<file path="src/rtl/mono_data_rx.sv">
// mono_data_rx
//   FPGA-side readout controller and deserializer for the monopix chip.
//   Watches the chip token, freezes the matrix, pulses READ once per hit,
//   deserializes the 30-bit MSB-first word from Data_Out and queues the
//   decoded words in a first-word fall-through FIFO for the DAQ.
//   Everything runs on the single readout clock (Clk_Out rate).
//
//   Optional build macro: MONO_DATA_RX_TIMESTAMP_EN
//     When defined, a 30-bit free-running counter is latched on every
//     IDLE->FREEZE transition and a {2'b01, ts} word is queued ahead of
//     the hit words of that readout sequence.
//
// Ports
//   clk         readout clock
//   rst         asynchronous active-high reset
//   enable      readout enable, only looked at while idle
//   token_out   chip Token_Out (asynchronous, synchronised here)
//   data_out    chip Data_Out serial bit
//   read        chip READ
//   freeze      chip FREEZE
//   fifo_data   head word of the output FIFO
//   fifo_valid  fifo_data holds a word
//   fifo_ready  consumer takes the word when fifo_valid && fifo_ready
//   lost_count  saturating count of words dropped on a full FIFO
//   busy        FSM is not idle
//
// Parameter notes: FREEZE_DLY >= 1, DATA_DLY >= 1,
//   FIFO_DEPTH a power of two >= 2.

module mono_data_rx #(
  parameter int FREEZE_DLY = 4,
  parameter int READ_LEN   = 2,
  parameter int DATA_DLY   = 10,
  parameter int FIFO_DEPTH = 16
) (
  input  logic        clk,
  input  logic        rst,
  input  logic        enable,
  input  logic        token_out,
  input  logic        data_out,
  output logic        read,
  output logic        freeze,
  output logic [31:0] fifo_data,
  output logic        fifo_valid,
  input  logic        fifo_ready,
  output logic [7:0]  lost_count,
  output logic        busy
);

  localparam int RAW_W     = 30;
  localparam int WORD_W    = 32;
  localparam int AW        = $clog2(FIFO_DEPTH);
  localparam int SHIFT_END = DATA_DLY + RAW_W - 1;
  localparam int CNT_MAX0  = (FREEZE_DLY > SHIFT_END) ? FREEZE_DLY : SHIFT_END;
  localparam int CNT_MAX   = (READ_LEN > CNT_MAX0) ? READ_LEN : CNT_MAX0;
  localparam int CNT_W     = $clog2(CNT_MAX + 1) + 1;

  localparam logic [CNT_W-1:0] FRZ_LAST  = CNT_W'(FREEZE_DLY - 1);
  localparam logic [CNT_W-1:0] READ_LAST = CNT_W'(DATA_DLY - 1);
  localparam logic [CNT_W-1:0] SHF_LAST  = CNT_W'(SHIFT_END);
  localparam logic [CNT_W-1:0] RD_LEN    = CNT_W'(READ_LEN);
  localparam logic [CNT_W-1:0] CHK_LAST  = CNT_W'(2);
  localparam logic [CNT_W-1:0] CNT_ONE   = CNT_W'(1);

  typedef enum logic [2:0] {
    S_IDLE,
    S_FREEZE,
    S_READ,
    S_SHIFT,
    S_PUSH,
    S_CHECK
  } state_t;

  function automatic logic [7:0] sat_inc8(input logic [7:0] v);
    return (v == 8'hFF) ? v : v + 8'd1;
  endfunction

  state_t            state, state_n;
  logic [CNT_W-1:0]  cnt, cnt_n;
  logic              tok_p0, tok_p1, tok_s;
  logic [RAW_W-1:0]  raw_p0;
  logic              wr_req;
  logic [WORD_W-1:0] wr_word;

  // ---- token synchroniser: two flops, tok_s lags token_out by 2 cycles
  always_ff @(posedge clk or posedge rst) begin
    if (rst) begin
      tok_p0 <= 1'b0;
      tok_p1 <= 1'b0;
    end else begin
      tok_p0 <= token_out;
      tok_p1 <= tok_p0;
    end
  end
  assign tok_s = tok_p1;

  // ---- readout FSM
  always_ff @(posedge clk or posedge rst) begin
    if (rst) begin
      state <= S_IDLE;
      cnt   <= '0;
    end else begin
      state <= state_n;
      cnt   <= cnt_n;
    end
  end

  // One counter spans READ and SHIFT: it starts at the READ rising edge,
  // so read length, data delay and bit position all index off it.
  always_comb begin
    state_n = state;
    cnt_n   = cnt + CNT_ONE;
    case (state)
      S_IDLE: begin
        cnt_n = '0;
        if (enable && tok_s) state_n = S_FREEZE;
      end
      S_FREEZE: begin
        if (cnt == FRZ_LAST) begin
          state_n = S_READ;
          cnt_n   = '0;
        end
      end
      S_READ: begin
        if (cnt == READ_LAST) state_n = S_SHIFT;
      end
      S_SHIFT: begin
        if (cnt == SHF_LAST) begin
          state_n = S_PUSH;
          cnt_n   = '0;
        end
      end
      S_PUSH: begin
        state_n = S_CHECK;
        cnt_n   = '0;
      end
      S_CHECK: begin
        if (cnt == CHK_LAST) begin
          cnt_n   = '0;
          state_n = tok_s ? S_READ : S_IDLE;
        end
      end
      default: begin
        state_n = S_IDLE;
        cnt_n   = '0;
      end
    endcase
  end

  // Decoded straight from the state register so reset drops them at once.
  // read may extend into SHIFT when DATA_DLY < READ_LEN.
  assign busy   = (state != S_IDLE);
  assign freeze = busy;
  assign read   = ((state == S_READ) || (state == S_SHIFT)) && (cnt < RD_LEN);

  // ---- deserializer: MSB arrives first
  always_ff @(posedge clk) begin
    if (state == S_SHIFT) raw_p0 <= {raw_p0[RAW_W-2:0], data_out};
  end

`ifdef MONO_DATA_RX_TIMESTAMP_EN
  logic [RAW_W-1:0] ts_cnt;
  logic [RAW_W-1:0] ts_cap;

  always_ff @(posedge clk or posedge rst) begin
    if (rst) ts_cnt <= '0;
    else     ts_cnt <= ts_cnt + 30'd1;
  end

  always_ff @(posedge clk) begin
    if ((state == S_IDLE) && (state_n == S_FREEZE)) ts_cap <= ts_cnt;
  end

  // Timestamp word goes in on the first FREEZE cycle, ahead of any hit.
  always_comb begin
    wr_req  = (state == S_PUSH) || ((state == S_FREEZE) && (cnt == '0));
    wr_word = (state == S_PUSH) ? {2'b00, raw_p0} : {2'b01, ts_cap};
  end
`else
  always_comb begin
    wr_req  = (state == S_PUSH);
    wr_word = {2'b00, raw_p0};
  end
`endif

  // ---- output FIFO, first-word fall-through
  logic [WORD_W-1:0] mem [FIFO_DEPTH];
  logic [AW:0]       wr_ptr, rd_ptr;
  logic              empty, full, pop, wr_ok, drop;

  assign empty = (wr_ptr == rd_ptr);
  assign full  = (wr_ptr[AW] != rd_ptr[AW]) && (wr_ptr[AW-1:0] == rd_ptr[AW-1:0]);
  assign pop   = !empty && fifo_ready;
  // A simultaneous pop frees the slot, so a write into a full FIFO still lands.
  assign wr_ok = wr_req && (!full || pop);
  assign drop  = wr_req && full && !pop;

  always_ff @(posedge clk) begin
    if (wr_ok) mem[wr_ptr[AW-1:0]] <= wr_word;
  end

  always_ff @(posedge clk or posedge rst) begin
    if (rst) begin
      wr_ptr     <= '0;
      rd_ptr     <= '0;
      lost_count <= '0;
    end else begin
      if (wr_ok) wr_ptr <= wr_ptr + 1'b1;
      if (pop)   rd_ptr <= rd_ptr + 1'b1;
      if (drop)  lost_count <= sat_inc8(lost_count);
    end
  end

  assign fifo_data  = mem[rd_ptr[AW-1:0]];
  assign fifo_valid = !empty;

endmodule

</file>
<file path="config.mk">
export PLATFORM = sky130hd
export DESIGN_NAME = mono_data_rx
export DESIGN_NICKNAME = d
export VERILOG_FILES = /design/src/rtl/mono_data_rx.sv
export SDC_FILE = /design/constraint.sdc
export NUM_CORES = 1
export LEC_CHECK = 0
export ABC_AREA = 1
export CORE_MARGIN = 4
export CORE_UTILIZATION = 54
export CTS_BUF_LIST = sky130_fd_sc_hd__clkbuf_8
export DETAILED_ROUTE_END_ITERATION = 6
export PLACE_DENSITY = 0.74
export SLEW_MARGIN = 40
export SYNTH_ARGS = -nofsm -noshare
export SYNTH_HDL_FRONTEND = slang
export SYNTH_SLANG_ARGS = --single-unit
</file>
<file path="constraint.sdc">
create_clock -name clk -period 2.88 [get_ports clk]
set_input_delay 0.576 -clock clk [delete_from_list [all_inputs] [get_ports clk]]
set_output_delay 0.576 -clock clk [all_outputs]
set_load 0.02 [all_outputs]
</file>
==> metrics.csv, run 1 <==
metric;value;unit
status;complete, but fails checks;
violations;setup timing;
final.min_clock_period;3.033;ns
rows;73;
cpMostUsedCell;nand2_2;
slew_violations;0;
p_per_area;1016;nW/um2
r2r-start;rd_ptr[0]$_DFFE_PP0P_;
die_area;43370;um2
design_area;26220;um2
cp_cell_sequence;bufbuf_16 -> o21ai_0 -> o22ai_2 -> nand2_1 -> nand2_2 -> inv_1 -> nand2_2 -> buf_6;
hold_class;in -> async;
die_height;208.3;um
root_buffer;clkbuf_8;
setup_ws;-0.1527;ns
synthSimpleGateAreaFrac;11.61;%
swShare;36.61;%
dp_hpwl;27320;um
period_share;105.3;%
wl_per_cell;23.06;um
required;2.30;ns
first_global_vias;14490;
clkPwrFrac;22.2;%
internal_power;16.89;mW
setup_viol;17;
clkLatencyLatePin;0.66;ns
rsz0062_at_grt;true;
yosys.area_share.xor_xnor;0.6471;%
clkTransAtPathRegs;0.06;ns
tightest_slew;0.6059;ns
synthAdderAreaFrac;0.5200;%
fin_nets;1892;
end_kind;output port;
post-route-util;66.00;%
yosysSeqAreaShare;74.19;%
start_util;54.50;%
cts_tree;built;
grt_max_degree;49;
fp.dieW;208.3;um
vias;14770;
routed_wl;56800;um
core;39730;um2
power.switching;9.757;mW
ys_types;29;
critPathMaxStageDelay;0.56;ns
vdd_drop_max;0.0006658;V
drc;0;
finalHoldViolations;0;
drt_iter0_drc;1853;
layout_commonest_cell;edfxtp_1;
cts.sinks;540;
fin_skew;0.02300;ns
layout_common_cells;510 x edfxtp_1, 293 x nor2_1, 190 x nand2_1;
clockBufferDepth;3;
post-place-ws;0.1573;ns
drive_above_1_share;19.20;%
fmax;329.7;MHz
critPathMaxFanout;23;
synthMuxAreaShare;0;%
p_total;26.65;mW
avgViaCountPerCell;5.998;
ant_nets;0;
synth_compound_area_share;9.597;%
overflow;0;
cts_max_level;3;
pin_count;50;
gp_congestion;0.7958;
cts_buffers;86;
avgSynthCellArea;12.52;um2
relSlewSlack;59.61;%
grt_pass1_wl;82860;um
netlist_instances;1730;
comb_power_share;39.5;%
syn_area;21660;um2
leakagePower;9.314;nW
yosys_warnings;0;
crit_start;rd_ptr[1]$_DFFE_PP0P_;
grt_use_total;24.60;%
placed_area;23270;um2
cpMaxStageDelayCell;dfrtp_4;
cp-start-kind;flop;
synth_top_family_by_area;simple AND/OR/NAND/NOR gates;
critical_path_class;reg -> out;
firstDrtPassIters;6;
area_delta_synth_final;21.09;%
antenna_found_initial;0;
arrival;2.46;ns
cp_top_family;flip-flops;
timing.hold.ws;0.2376;ns
ys_seq_elements;540;
cap_violations;0;
antenna_cells;0;
power_frac_seq;38.2;%
port_buffers;47;
critPathBufInv;3;
## metrics by stage
step,TNS (ns),instances
final,-0.6360,2463
after global routing,-2.968,2463
after CTS,-1.071,2447
after detailed placement,0,2268
after global placement,0,2268
after floorplan,0,1731
## sequential cells by signal, indices dropped and copies added (netlist names)
name,count
lost_count,8
wr_ptr,5
mem,480
cnt,7
rd_ptr,5
tok_p0,1
raw_p0,30
state,3
tok_p1,1
## routing by layer
metal | wire [um] | vias to the layer above | GRT usage, %
met4 | 1790 | 0 | 8.516
met5 | 0 | - | 0
li1 | - | 6516 | -
met2 | 27240 | 874 | 39.70
met3 | 5845 | 148 | 5.489
met1 | 21930 | 7235 | 33.50
## worst paths after layout
kind | endpoint | slack (ns) | cells past startpoint
max | fifo_data[26] | -0.15 | 8
min | wr_ptr[2]$_DFFE_PP0P_ | 0.24 | 2
max reg2reg | mem[9][16]$_DFFE_PP_ | 0.24 | 12
min reg2reg | tok_p1$_DFF_PP0_ | 0.35 | 0
max in group asynchronous | cnt[3]$_DFF_PP0_ | 1.97 | 3
min in group clk | tok_p1$_DFF_PP0_ | 0.35 | 0
## power by group through the flow
stage                     clock network [mW]  logic, mW  registers [mW]
after floorplan                            0       4.99            10.0
after global placement                     0       7.55            10.3
after detailed placement                   0       7.72            10.3
after CTS                               5.97       9.40            10.1
after global routing                    6.36       11.2            10.3
final                                   5.92       10.5            10.2
## area by class of cell
cell class | count | area [um2]
Clock buffer | 86 | 1184
Timing Repair Buffer | 158 | 2417
Timing Repair inverter | 1 | 16.27
Multi-Input combinational cell | 1029 | 5281
Tap cell | 525 | 656.9
Inverter | 61 | 265.3
Fill cell | 2728 | 13510
Clock inverter | 63 | 327.8
Sequential cell | 540 | 16070
## cells by family (layout without fill, tap and decap cells)
group / Yosys count / count (layout)
AOI/OAI and AO/OA: 369 / 369
xor gates and xnor gates: 16 / 16
adders and majority gates: 9 / 9
buffers and inverters: 162 / 369
DFF: 540 / 540
other: 1 / 2
and+or+nand+nor: 633 / 633
## cells in the mapped netlist (all sizes together)
cell | n | area share (%)
a31oi | 1 | 0.029
buf | 53 | 1.5
clkbuf | 48 | 0.83
conb | 1 | 0.017
dfrtp | 30 | 3.5
edfxtp | 510 | 71
ha | 9 | 0.52
inv | 61 | 1.1
nand2 | 221 | 4.0
nand3 | 59 | 1.4
nand4 | 2 | 0.058
nor2 | 349 | 6.2
nor3 | 2 | 0.046
o211ai | 60 | 2.1
o21ai | 246 | 5.7
o21bai | 2 | 0.069
o22ai | 60 | 1.7
xnor2 | 7 | 0.28
xor2 | 9 | 0.36
## timing repair
item,4_1_cts,5_1_grt
resized for setup,249,142
cloned,16,15
setup endpoints to repair,31,32
setup buffers,14,3
pin swaps,34,56
hold buffers,0,0
endpoints found under the hold margin,0,0
Power figures use the tool's default switching activity.
==> inputs of run 2 (changes only) <==
--- a/config.mk
+++ b/config.mk
@@ -5,7 +5,6 @@
 export SDC_FILE = /design/constraint.sdc
 export NUM_CORES = 1
 export LEC_CHECK = 0
-export ABC_AREA = 1
 export CORE_MARGIN = 4
 export CORE_UTILIZATION = 54
 export CTS_BUF_LIST = sky130_fd_sc_hd__clkbuf_8
==> run 2 against run 1 <==
  * The flow still finishes with violations (setup timing)
  * Sequential cell count unchanged
  * Combinational power decreased by 22%
  * Final cell count decreased by 31%
  * Cell area decreased by 5.7%
  * Global-route usage decreased by 2.4 points
  * Clock skew increased by 0.0050 ns
  * Synthesized area decreased by 4.8%
  * Sequential share of layout area increased by 3.7 points
  * First-iteration DRC count decreased by 43%
  * Die area decreased by 4.6%
  * Register-to-register slack got worse by 0.06 ns
  * Via count decreased by 32%
  * Critical path type unchanged
  * Critical endpoint is now fifo_data[25]
  * Largest cell class unchanged
==> metrics.csv, run 2 <==
metric;value;unit;change
status;complete, but fails checks;;
violations;setup timing;;
relSlewSlack;50.23;%;-9.4 points
start_util;54.73;%;+0.23 points
grt_use_total;22.16;%;-2.4 points
pin_count;50;;unchanged
yosysSeqAreaShare;77.93;%;+3.7 points
firstDrtPassIters;4;;-2
area_delta_synth_final;19.97;%;
cts_buffers;84;;-2.3%
fmax;324.6;MHz;-1.6%
overflow;0;;unchanged
synth_top_cell_area_share;74.29;%;+3.6 points
gp_congestion;0.7350;;-7.6%
root_buffer;clkbuf_8;;
r2r-start;rd_ptr[1]$_DFFE_PP0P_;;
cts_max_level;3;;unchanged
synth.top_cells.by_count;510 x edfxtp_1, 120 x mux4_2, 62 x a22oi_1, 35 x nand2_1, 30 x dfrtp_1;;
drc;0;;unchanged
drt_iter0_drc;1059;;-43%
antenna_cells;0;;unchanged
rsz0062_at_grt;true;;
yosys.area.top_type;edfxtp_1;;
synth-edff-count;510;;unchanged
grt_max_degree;31;;-37%
fillers;2454;;-10%
fin_nets;1132;;-40%
arrival;2.50;ns;+0.04 ns
rows;71;;-2.7%
core;37670;um2;-5.2%
netlist_instances;945;;-45%
period_share;107.0;%;+1.7 points
largest_register_ffs;480;;unchanged
final.min_clock_period;3.081;ns;+0.04804 ns
power_frac_seq;44.5;%;+6.3 points
place_inst;1516;;-33%
yosys_warnings;0;;unchanged
hold_class;in -> async;;
syn_area;20610;um2;-4.8%
ys_async_sr_fraction;5.556;%;unchanged
ant_nets;0;;unchanged
power.switching;7.916;mW;-19%
swShare;31.47;%;-5.1 points
layout_common_cells;510 x edfxtp_1, 120 x mux4_2, 87 x clkbuf_8;;
clkPwrFrac;22.8;%;+0.6 points
crit_start;rd_ptr[1]$_DFFE_PP0P_;;
synth_most_common_cell;edfxtp_1;;
p_per_area;1017;nW/um2;about the same
die_area;41370;um2;-4.6%
dp_hpwl;23290;um;-15%
regToRegSetupSlack;0.18;ns;-0.06 ns
fp.dieW;203.4;um;-2.3%
vias;10120;;-32%
layout_commonest_cell;edfxtp_1;;
port_buffers;47;;unchanged
internal_power;17.24;mW;+2.1%
cts.sinks;540;;unchanged
ys_types;48;;+66%
clockBufferDepth;3;;unchanged
fin_skew;0.02800;ns;+0.005000 ns
first_global_vias;10630;;-27%
critPathMaxFanout;6;;-74%
cts_tree;built;;
slew_violations;0;;unchanged
clkLatencyLatePin;0.63;ns;-0.03 ns
cap_violations;0;;unchanged
setup_ws;-0.2007;ns;-0.04804 ns
post-place-ws;-0.008421;ns;-0.1657 ns
avgViaCountPerCell;5.972;;-0.44%
fin_cells;1694;;-31%
vdd_drop_max;0.0006042;V;-9.3%
drive_above_1_share;37.70;%;+19 points
grt_pass1_wl;67320;um;-19%
tightest_slew;0.7448;ns;+0.1389 ns
cp-start-kind;flop;;
clkTransAtPathRegs;0.06;ns;about the same
ys_seq_elements;540;;unchanged
synthTopCellsByArea;edfxtp_1 74%, mux4_2 13%, dfrtp_1 3.6%;;
synthFlopType;edfxtp_1;;
finalHoldViolations;0;;unchanged
end_kind;output port;;
required;2.30;ns;about the same
antenna_found_initial;0;;unchanged
avgSynthCellArea;21.81;um2;+74%
critical_path_class;reg -> out;;
wl_per_cell;26.25;um;+14%
comb_power_share;32.8;%;-6.7 points
leakagePower;8.297;nW;-11%
setup_viol;29;;+12
routed_wl;44460;um;-22%
die_height;203.4;um;-2.3%
==> run 2: cell count changes in the layout (fill, tap and decap cells not counted), sizes merged, moves of 11 or more <==
| cell | before | now |
|---|---|---|
| buf | 128 | 117 |
| nand3 | 59 | 10 |
| o22ai | 60 | 1 |
| nand2 | 221 | 35 |
| o21ai | 246 | 5 |
| o211ai | 60 | 4 |
| nor2 | 349 | 12 |
| inv | 98 | 40 |
| a22oi | 0 | 62 |
| and3 | 0 | 17 |
| mux4 | 0 | 120 |
==> run 2: metal layers <==
layer | track usage, % | vias to the layer above | routed length (um)
met1 | 30.95 | 5282 | 17630
met4 | 6.577 | 0 | 1007
li1 | - | 4313 | -
met5 | 0 | - | 0
met2 | 36.27 | 441 | 22610
met3 | 4.500 | 80 | 3223
==> run 2: through the flow <==
| stage | instance area (um2) | setup TNS, ns | hold slack, ns | power (mW) | util, % |
|---|---|---|---|---|---|
| detailed placement | 22460 | -0.008421 | 0.3372 | 18.25 | 59.63 |
| global placement | 22460 | 0 | 0.3357 | 18.10 | 59.63 |
| finish | 24730 | -3.594 | 0.3478 | 25.16 | 65.66 |
| CTS | 24600 | -5.577 | 0.3244 | 25.07 | 65.31 |
| floorplan | 20620 | 0 | 0.3312 | 15.04 | - |
| global route | 24730 | -6.834 | 0.3657 | 26.32 | 65.66 |
==> run 2: final cells by class <==
class	count	area (um2)	share of cell area [%]
clock buffer	87	1197	4.842
sequential	540	16070	65.00
tap	511	639.4	2.585
multi-input combinational	347	4631	18.72
clock inverter	65	307.8	1.245
inverter	9	33.78	0.1366
timing repair buffer	135	1848	7.472
==> run 2: kinds of logic after synthesis <==
family | Yosys count | synth area share, %
xor gates and xnor gates | 25 | 1.099
other | 1 | 0.01819
muxes | 124 | 13.35
adders and majority gates | 9 | 0.5463
AOI/OAI and AO/OA | 80 | 2.865
DFF | 540 | 77.93
buffers and inverters | 59 | 1.390
and+or+nand+nor | 107 | 2.804
==> run 2: worst paths after layout <==
path                                                  end  cells past startpoint
worst max-delay path                        fifo_data[25]                      7
max in group asynchronous            state[1]$_DFFE_PP0P_                      3
worst min register to register           tok_p1$_DFF_PP0_                      0
worst min-delay path            lost_count[1]$_DFFE_PP0P_                      2
worst max register to register        mem[0][0]$_DFFE_PP_                      9
min in group clk                         tok_p1$_DFF_PP0_                      0
==> run 2: power by group through the flow <==
stage | logic, mW | clock network (mW) | registers (mW)
floorplan | 4.16 | 0 | 10.9
global placement | 6.86 | 0 | 11.2
detailed placement | 6.93 | 0 | 11.3
CTS | 8.05 | 5.85 | 11.2
global route | 8.74 | 6.26 | 11.3
finish | 8.24 | 5.72 | 11.2
==> run 2: repair_timing <==
item                       4_1_cts  5_1_grt
hold buffers                     0        0
pin swaps                       37       30
gates resized for setup        233       37
setup endpoints to repair       32       30
setup buffers                   19        1
cloned                           8        2
==> run 2: critical path, cell delays in order (launching register included) <==
cell and delay, ns:
dfrtp_4 0.52, buf_12 0.16, buf_4 0.15, buf_16 0.14
mux4_2 0.45, a22oi_2 0.19, nand2_2 0.12, buf_6 0.15
